[config.mk]
export PLATFORM = sky130hd
export DESIGN_NAME = match_event_monitor
export DESIGN_NICKNAME = d
export VERILOG_FILES = /design/src/rtl/seq_det_pkg.sv /design/src/rtl/window_timer.sv /design/src/rtl/match_event_monitor.sv
export SDC_FILE = /design/constraint.sdc
export NUM_CORES = 1
export LEC_CHECK = 0
export CAP_MARGIN = 20
export CORE_MARGIN = 4
export CORE_UTILIZATION = 30
export CTS_CLUSTER_DIAMETER = 200
export CTS_CLUSTER_SIZE = 10
export DETAILED_ROUTE_END_ITERATION = 7
export REMOVE_ABC_BUFFERS = 1
export SLEW_MARGIN = 10
export SYNTH_ARGS = -nofsm -noshare
export SYNTH_HDL_FRONTEND = slang
export SYNTH_SLANG_ARGS = --single-unit
[constraint.sdc]
create_clock -name clk -period 4.2 [get_ports clk]
set_input_delay 0.63 -clock clk [delete_from_list [all_inputs] [get_ports clk]]
set_output_delay 0.63 -clock clk [all_outputs]
set_load 0.01 [all_outputs]
[src/rtl/seq_det_pkg.sv]
// Shared types for the 011 sequence detector and its match event monitor.
// Holds FSM state encodings and the saturating-count helper.
package seq_det_pkg;

  typedef enum logic [1:0] {IDLE, RUN, ALARM} mon_state_t;

  typedef enum logic [1:0] {DET_S0, DET_S1, DET_S01} det_state_t;

  // Adds inc to value without passing max_val; callers cast back to their counter width.
  function automatic logic [31:0] sat_inc(input logic [31:0] value, input logic inc,
                                          input logic [31:0] max_val);
    if (inc && (value < max_val)) return value + 32'd1;
    return value;
  endfunction

endpackage

[src/rtl/window_timer.sv]
// Counts active cycles within a WIN_LEN window; last flags the closing active cycle.
// Cleared whenever the monitor is disabled so a resumed window starts fresh.
module window_timer #(
  parameter int WIN_LEN = 256
) (
  input  logic clk,
  input  logic rst,
  input  logic active,
  input  logic clr,
  output logic last
);

  localparam int TMR_W = $clog2(WIN_LEN);
  localparam logic [TMR_W-1:0] TMR_LAST = TMR_W'(WIN_LEN - 1);

  logic [TMR_W-1:0] tmr;

  assign last = active && (tmr == TMR_LAST);

  always_ff @(posedge clk) begin
    if (rst || clr) begin
      tmr <= '0;
    end else if (active) begin
      tmr <= last ? '0 : tmr + 1'b1;
    end
  end

endmodule

[src/rtl/match_event_monitor.sv]
// Counts detector match pulses (lifetime and per window) and raises a sticky alarm
// when one window's count reaches THRESH; alarm holds until cleared.
module match_event_monitor
  import seq_det_pkg::*;
#(
  parameter int CNT_W   = 16,
  parameter int WIN_LEN = 256,
  parameter int THRESH  = 4
) (
  input  logic             clk,
  input  logic             rst,
  input  logic             en,
  input  logic             match,
  input  logic             clr_alarm,
  output logic [CNT_W-1:0] total_cnt,
  output logic [CNT_W-1:0] win_cnt,
  output logic             win_valid,
  output logic             alarm
);

  localparam logic [31:0] CNT_MAX = 32'((64'd1 << CNT_W) - 64'd1);

  mon_state_t       state;
  logic [CNT_W-1:0] run_cnt;
  logic             active;
  logic             last;
  logic             hit;

  assign active = (state != IDLE) && en;
  // Threshold is a crossing: only a match that lifts run_cnt onto THRESH counts.
  assign hit    = active && match && (run_cnt == CNT_W'(THRESH - 1));

  window_timer #(.WIN_LEN(WIN_LEN)) u_window_timer (
    .clk    (clk),
    .rst    (rst),
    .active (active),
    .clr    (!en),
    .last   (last)
  );

  always_ff @(posedge clk) begin
    if (rst) begin
      state <= IDLE;
      alarm <= 1'b0;
    end else begin
      case (state)
        IDLE: begin
          if (en) state <= RUN;
        end
        RUN: begin
          if (!en) begin
            state <= IDLE;
          end else if (hit) begin
            state <= ALARM;
            alarm <= 1'b1;
          end
        end
        ALARM: begin
          // A fresh hit outranks a simultaneous clear.
          if (!hit && clr_alarm) begin
            state <= en ? RUN : IDLE;
            alarm <= 1'b0;
          end
        end
        default: begin
          state <= IDLE;
          alarm <= 1'b0;
        end
      endcase
    end
  end

  always_ff @(posedge clk) begin
    if (rst) begin
      total_cnt <= '0;
      win_cnt   <= '0;
      win_valid <= 1'b0;
      run_cnt   <= '0;
    end else begin
      win_valid <= last;
      if (active) begin
        total_cnt <= CNT_W'(sat_inc(32'(total_cnt), match, CNT_MAX));
      end
      if (!active) begin
        run_cnt <= '0;
      end else if (last) begin
        win_cnt <= CNT_W'(sat_inc(32'(run_cnt), match, CNT_MAX));
        run_cnt <= '0;
      end else begin
        run_cnt <= CNT_W'(sat_inc(32'(run_cnt), match, CNT_MAX));
      end
    end
  end

endmodule

# Word-level counts from Yosys, hierarchy flattened

Cells that the tools add are included.

Register bits after elaboration: 60
Input port bits: 5
Output and inout bits: 34
Logic and storage cells: 64

Add/sub/neg operators: 3
Magnitude comparators: 2
Eq/ne operators: 9
Muxes and demuxes: 24
Bitwise operators: 2
Reductions and logical operators: 17

Operators by type and width:

| kind                  | number |
|---|---|
| $mux 16               | 3 |
| $add 16x1->16 const B | 2 |
| $lt 16x16->1 const B  | 2 |
| $eq 16x2->1 const B   | 1 |
| $mux 1                | 14 |
| $add 8x1->8 const B   | 1 |
| $eq 8x8->1 const B    | 1 |
| $mux 2                | 4 |
| $mux 8                | 1 |
| $ne 2x2->1 const B    | 4 |
| $logic_and 1x1->1     | 7 |
| $pmux 2 s3            | 1 |
| $reduce_and 2->1      | 2 |
| $reduce_and 4->1      | 1 |
| $ne 3x3->1 const B    | 1 |
| $pmux 1 s3            | 1 |
| $reduce_and 3->1      | 1 |
| $reduce_or 3->1       | 1 |
| $eq 2x1->1 const B    | 1 |
| $eq 2x2->1 const B    | 1 |
| $logic_not 1->1       | 2 |
| $logic_not 2->1       | 1 |
| $not 1->1             | 2 |
| $reduce_bool 2->1     | 1 |
| $logic_or 1x1->1      | 1 |

# Longest topological paths before layout

Gate-level depths: netlist of the first run.

Depth after elaboration: 8
Gate-level depth with buffers: 8
Depth with buffers taken out: 6

# Cells and area by module

From an unflattened synthesis of the first run, not the netlist that was laid out.

Cell total of the unflattened synthesis: 347
Area, all modules: 3025.4 um2

By module, submodules not included:

| module              | times used | cells an instance | area each (um2) | seq. area each (um2) |
|---|---|---|---|---|
| match_event_monitor | 1          | 305               | 2655.0          | 1041.0 |
| window_timer        | 1          | 42                | 370.4           | 160.2 |

# Worst setup path after synthesis of the first run

OpenSTA, ideal clock, no wires.

Path kind: input -> register
Start point: input en
End point: register total_cnt[15]
Library setup time: 0.135 ns
Data arrival time: 1.691 ns
Data required time: 4.065 ns
Path slack: 2.374 ns
Stages: 5
Path buffers: 0
Cells stage by stage: o2111ai_1 nor3_2 o21ai_0 o311ai_0 o41ai_1

Longest elaborated chain between the ends: 2

Ends and longest elaborated chain:

| element                           | RTL line                  | source |
|---|---|---|
| start: declaration                | match_event_monitor.sv:12 | `input logic en,` |
| $logic_and 1x1->1                 | match_event_monitor.sv:29 | `assign active = (state != IDLE) && en;` |
| $reduce_and 2->1 (no source line) | --                        |  |
| end signal: assignment            | match_event_monitor.sv:82 | `total_cnt <= CNT_W'(sat_inc(32'(total_cnt), match, CNT_MAX));` |
| end: declaration                  | match_event_monitor.sv:15 | `output logic [CNT_W-1:0] total_cnt,` |

Every way passes these cells.
A chain may end at the register's enable or synchronous reset.

# Final worst setup path of the first run

Start point: input match
End point: register total_cnt[15]

Longest elaborated chain between the ends: 5

Ends and longest elaborated chain:

| element                           | RTL line                  | source |
|---|---|---|
| start: declaration                | match_event_monitor.sv:13 | `input logic match,` |
| $logic_and 1x1->1                 | seq_det_pkg.sv:12         | `if (inc && (value < max_val)) return value + 32'd1;` |
| $mux 1                            | seq_det_pkg.sv:12         |  |
| $mux 1                            | match_event_monitor.sv:81 | `if (active) begin` |
| $mux 1                            | match_event_monitor.sv:74 | `if (rst) begin` |
| $reduce_and 2->1 (no source line) | --                        |  |

Every way passes these cells. The select of a mux whose other input is x is not followed.

==> results of run 1 <==
-- flip-flops by register name (all words and copies together), names as in the netlist --
name,cells
alarm,1
run_cnt,16
state,2
total_cnt,16
u_window_timer.tmr,8
win_cnt,16
win_valid,1
-- worst min-delay path, delay by kind of cell (launching register included) --
kind             cells  cell delay [ps]
AND/OR/NAND/NOR      1               50
AO/OA/AOI/OAI        1               60
flip-flops           1              310
-- report_power, final --
part	internal [mW]	switching, mW	leakage [nW]
registers	0.570	0.00217	0.483
logic	0.00864	0.0166	0.552
clock network	0.226	0.220	0.0889
total	0.805	0.239	1.12
-- cells in the final DEF, fill, tap and decap left out, types with 3 or more instances in the layout --
| master | Yosys | final |
|---|---|---|
| dfxtp_1 | 60 | 60 |
| nor2_1 | 42 | 42 |
| clkdlybuf4s50_1 | 0 | 38 |
| nand2_1 | 18 | 18 |
| xnor2_1 | 13 | 13 |
| xor2_1 | 12 | 12 |
| nand3_1 | 11 | 11 |
| a211oi_1 | 10 | 10 |
| clkbuf_8 | 0 | 10 |
| nand4_1 | 9 | 9 |
| nor3_1 | 8 | 8 |
| a21oi_1 | 7 | 7 |
| and3_1 | 6 | 6 |
| o21ai_0 | 6 | 6 |
| nor2_2 | 6 | 6 |
| o211ai_1 | 6 | 6 |
| inv_1 | 5 | 5 |
| mux2i_1 | 4 | 4 |
| o22ai_1 | 4 | 4 |
| nor2_4 | 4 | 4 |
| clkinv_2 | 0 | 4 |
| nor4b_2 | 3 | 3 |
| and4_1 | 3 | 3 |
| o311ai_0 | 3 | 3 |
| nor3b_1 | 3 | 3 |
| or3_1 | 3 | 3 |
| or4_1 | 3 | 3 |
| ha_1 | 3 | 3 |
-- synthesized netlist by cell type, drive strengths merged, types with 2 or more instances --
library cell | number | area (µm²)
ha | 3 | 37.5
mux2i | 4 | 40.0
nand3b | 2 | 15.0
nor4b | 5 | 62.6
nor4 | 4 | 52.6
nand3 | 11 | 55.1
o2111ai | 2 | 17.5
xnor2 | 13 | 114
buf | 6 | 50.0
o21ai | 7 | 35.0
o22ai | 4 | 25.0
dfxtp | 60 | 1200
nand2 | 18 | 67.6
or3 | 3 | 18.8
nor3b | 3 | 22.5
or2 | 2 | 12.5
xor2 | 12 | 105
nor2 | 52 | 240
o211ai | 6 | 45.0
clkbuf | 6 | 22.5
a211oi | 11 | 87.6
or4 | 3 | 22.5
o211a | 2 | 20.0
and3 | 6 | 37.5
o41ai | 2 | 17.5
nor3 | 10 | 60.1
nand4 | 11 | 90.1
and4 | 3 | 26.3
a21oi | 7 | 35.0
o311ai | 3 | 26.3
inv | 5 | 18.8
-- through the flow --
stage / instances / utilization (%) / hold WS [ps] / area, µm²
CTS: 446 / 38.4 / 485 / 3380
global placement: 430 / 36.5 / 476 / 3210
floorplan: 282 / - / 450 / 2680
global route: 446 / 38.4 / 515 / 3380
finish: 446 / 38.4 / 483 / 3380
detailed placement: 430 / 36.5 / 463 / 3210
-- routing by layer --
metal	routed length (µm)	GRT usage, %	vias to the layer above
li1	-	-	1156
met1	3100	15.3	1054
met2	2810	18.2	31
met3	140	3.48	4
met4	59	4.37	0
met5	0	0	-
-- cell families (layout without fill, tap and decap cells) --
| kind of cell | Yosys count | after routing | synth area share [%] |
|---|---|---|---|
| compound gates | 49 | 49 | 13.1 |
| xor+xnor | 25 | 25 | 7.95 |
| fa+ha+maj | 3 | 3 | 1.36 |
| buf+inv | 17 | 61 | 3.32 |
| flops | 60 | 60 | 43.6 |
| mux | 4 | 4 | 1.45 |
| simple gates | 136 | 136 | 29.2 |
-- cell type report --
cell class                      instances  area, µm²  share of cell area, %
Multi-Input combinational cell        217       1460                   43.2
Sequential cell                        60       1200                   35.5
Timing Repair Buffer                   40        395                   11.7
Clock buffer                           11        141                   4.18
Tap cell                              108        135                   4.00
Clock inverter                          5       27.5                  0.815
Inverter                                5       18.8                  0.555
-- how the worst max path moves through the flow --
stage	cells after the start	end	start	slack (ps)
2_1_floorplan	4	run_cnt[2]	en	1770
5_1_grt	5	run_cnt[2]	rst	1550
6_report	6	total_cnt[15]	match	1740
3_5_place_dp	6	total_cnt[15]	match	1380
3_3_place_gp	5	run_cnt[2]	rst	1460
4_1_cts	6	total_cnt[15]	match	1730
==> flow_summary_export.csv, run 1 <==
group,metric,value,unit
logic_synthesis,synth_edf_count,0,
logic_synthesis,ys.flop_type,"dfxtp_1",
logic_synthesis,synth_seq_area_share,43.6,%
worst_setup_path,r2r_start,"run_cnt[0]",
worst_setup_path,cp_slowest_cell,"clkdlybuf4s50_1",
layout,antenna-diode-count,0,
sta,slew_viol_final,0,
worst_setup_path,worstPathCellList,"clkdlybuf4s50_1 > o2111ai_1 > nor3_2 > o21ai_0 > o311ai_0 > o41ai_1",
logic_synthesis,syn_area_per_cell,9.36,µm²
route,ant_nets,0,
grt,track_usage,11.7,%
route,wl_per_cell,13.7,µm
layout,nFillCells,864,
logic_synthesis,synth_cells,294,
route,drcViolationCount,0,
worst_setup_path,worstPathMaxFanout,6,
logic_synthesis,yosysWarningCount,0,
sta,fmax,0.407,GHz
die,initial_core_util,31.3,%
sta,finalHoldViolCount,0,
pwr,powerDensity,309,nW/µm²
route,vias,2245,
logic_synthesis,ys_async_sr_fraction,0,%
worst_setup_path,r2r_cells,6,
placement,dp_hpwl,4270,µm
cts,cts_buffers,9,
sta,worst_slack,1740,ps
sta,finalSetupViolations,0,
sta,min_period,2460,ps
status,status,"finished, final reports clean",
die,fp.dieH,104,µm
cts,clock_sinks,60,
pwr,total_power,1.04,mW
cts,postCtsSetupBuffers,0,
layout,final_nets,341,
worst_setup_path,crit_arrival,2660,ps
sta,clock-skew-final,6.13,ps
worst_setup_path,critPathRequiredTime,4400,ps
grt,grt_pass1_vias,2227,
worst_setup_path,path_class,"in -> reg",
logic_synthesis,synth_cell_type_count,53,
sta,tns,0,ps
die,die_w,104,µm
min_path,holdCritStartpoint,"win_cnt[10]",
worst_setup_path,critPathTopFamily,"compound AO/OA/AOI/OAI gates",
die,core,8810,µm²
cts,ctsHoldBuffers,0,
sta,relSlewSlack,38.7,%
die,fp-row-count,34,
cts,cts.clk_slew.worst_paths,60,ps
route,totalWireLength,6110,µm
layout,drive_gt1_share,12.1,%
sta,finalCritPeriodShare,58.5,%
cts,cts_resized,0,
placement,portBuffers,38,
pwr,leakagePower,1.12,nW
sta,worst_pin_slew,919,ps
logic_synthesis,ys_ff_latch,60,
cts,cts-root-buf,"clkbuf_8",
worst_setup_path,crit_path_start_kind,"input pin",
logic_synthesis,syn-cell-area,2750,µm²
worst_setup_path,ff2ff_setup_slack,2090,ps
placement,dp_slack,1380,ps
min_path,holdPathEnd,"win_cnt[10]",
die,ioPinCount,39,
cts,cts.path.max_buffers,2,
route,avgViaCountPerCell,5.03,
cts,cts-htree-levels,3,
worst_setup_path,slowest_delay,600,ps
min_path,worstHoldPathType,"reg -> reg",
pwr,vdd_drop_max,0.132,mV
route,drt-initial-drc-count,115,
layout,area_delta_synth_final,22.8,%
grt,overflow,0,
route,dr.pass1.iters,4,
grt,grt_pass1_wl,10400,µm
sta,rsz0062_at_grt,"false",
cts,worst_skew_pair.late_latency,340,ps
die,dieArea,10800,µm²
run,drv_cap,0,
worst_setup_path,r2r-end,"run_cnt[1]",
worst_setup_path,critPathCaptureType,"flop",
min_path,hold_depth,2,
worst_setup_path,crit_buf_inv,1,
grt,grt_max_degree,32,
placement,gp_congestion,0.766,
cts,cts_tree,"done",
grt,antenna_found_initial,0,
(Power assumes the default switching activity.)
==> run 2, diff against run 1 <==
clock period = 2.45 ns   (was 4.2 ns; I/O delays follow)
==> flow_summary_export.csv, run 2 (synthesis gave the netlist of run 1 again) <==
group,metric,value,unit
pwr,leakagePower,1.19,nW
cts,cts_buffers,9,
route,vias,2278,
die,fp-row-count,34,
sta,finalHoldViolCount,0,
placement,gp_congestion,0.793,
layout,final_common_cell,"dfxtp_1",
die,core,8810,µm²
worst_setup_path,worstPathMaxFanout,7,
die,fp.dieH,104,µm
worst_setup_path,crit_path_start_kind,"flop",
layout,nFillCells,878,
layout,largest_registers,"run_cnt (16), total_cnt (16), win_cnt (16)",
route,avgViaCountPerCell,5.01,
sta,rsz0062_at_grt,"false",
pwr,powerDensity,574,nW/µm²
cts,postCtsSetupBuffers,0,
layout,finish.utilization,39.7,%
sta,slew_viol_final,0,
route,drcViolationCount,0,
die,initial_core_util,31.3,%
worst_setup_path,critPathRequiredTime,2660,ps
grt,grt_pass1_wl,10700,µm
grt,antenna_found_initial,0,
cts,cts.clk_slew.worst_paths,60,ps
pwr,total_power,2.01,mW
sta,worst_pin_slew,525,ps
sta,finalSetupViolations,0,
route,drt-initial-drc-count,152,
route,totalWireLength,6140,µm
min_path,worstHoldPathType,"reg -> reg",
cts,clock_sinks,60,
grt,grt_max_degree,29,
layout,final_cell_mix,"dfxtp_1 (60), nor2_1 (42), clkdlybuf4s50_1 (38), nand2_1 (18), xnor2_1 (13)",
layout,regArea,1200,µm²
die,dieArea,10800,µm²
worst_setup_path,path_class,"reg -> reg",
layout,drive_gt1_share,14.4,%
worst_setup_path,critPathCaptureType,"flop",
sta,min_period,2030,ps
route,dr.pass1.iters,4,
sta,fmax,0.493,GHz
cts,worst_skew_pair.late_latency,340,ps
sta,relSlewSlack,64.6,%
layout,final_nets,350,
cts,cts_resized,0,
grt,grt_pass1_vias,2167,
placement,dp_slack,222,ps
route,ant_nets,0,
placement,dp_hpwl,4460,µm
layout,antenna-diode-count,0,
layout,area_delta_synth_final,27.0,%
die,ioPinCount,39,
die,die_w,104,µm
placement,portBuffers,38,
status,status,"finished, final reports clean",
cts,cts_tree,"done",
sta,worst_slack,424,ps
grt,overflow,0,
worst_setup_path,crit_arrival,2240,ps
grt,track_usage,12.0,%
run,drv_cap,0,
sta,tns,0,ps
pwr,vdd_drop_max,0.290,mV
cts,cts-htree-levels,3,
sta,clock-skew-final,9.52,ps
layout,multi_input_area,1460,µm²
cts,cts-root-buf,"clkbuf_8",
cts,ctsHoldBuffers,0,
route,wl_per_cell,13.5,µm
sta,finalCritPeriodShare,82.7,%
cts,cts.path.max_buffers,2,
run 2: changes by cell type in the layout (fill, tap and decap cells not counted), sizes merged:
| cell | previous run | this run |
|---|---|---|
| buf | 2 | 11 |
| bufinv | 0 | 2 |
| clkinv | 4 | 3 |
| clkinvlp | 1 | 0 |
run 2: power by group:
part           leakage [nW]  total, mW  switching [mW]  internal [mW]
combinational         0.593     0.0477          0.0298         0.0180
sequential            0.483      0.981         0.00368          0.978
clock                 0.113      0.976           0.381          0.595
run 2: final timing paths:
path,slack [ps],start,cells after the start,endpoint
worst min-delay path,470,win_cnt[10],2,win_cnt[10]
worst max register to register,420,run_cnt[0],6,win_cnt[1]
worst max-delay path,420,run_cnt[0],6,win_cnt[1]
worst min register to register,470,win_cnt[10],2,win_cnt[10]
run 2: layer usage:
layer,routed length [µm],GRT usage [%]
met1,3090,16.4
met2,2690,17.4
met3,215,2.67
met4,152,7.22
met5,0,0
run 2: worst max-delay path, stage by stage, from the launching register on:
cell      delay [ps]
dfxtp_1          380
ha_1             240
nand4_1          260
nor4_4           470
or2b_1           210
mux2i_1          240
a211oi_1         100
run 2: final cells by class:
type	count	area share, %
Multi-Input combinational cell	217	41.8
Tap cell	108	3.87
Clock buffer	11	4.05
Inverter	5	0.537
Clock inverter	5	2.15
Timing Repair Buffer	49	13.2
Sequential cell	60	34.4
run 2: per-stage QoR:
| step | hold WS, ps | instances | cell area, µm² |
|---|---|---|---|
| after floorplan | 432 | 282 | 2680 |
| after global placement | 469 | 439 | 3280 |
| after detailed placement | 461 | 439 | 3280 |
| after CTS | 478 | 455 | 3490 |
| after global routing | 509 | 455 | 3490 |
| final | 475 | 455 | 3490 |
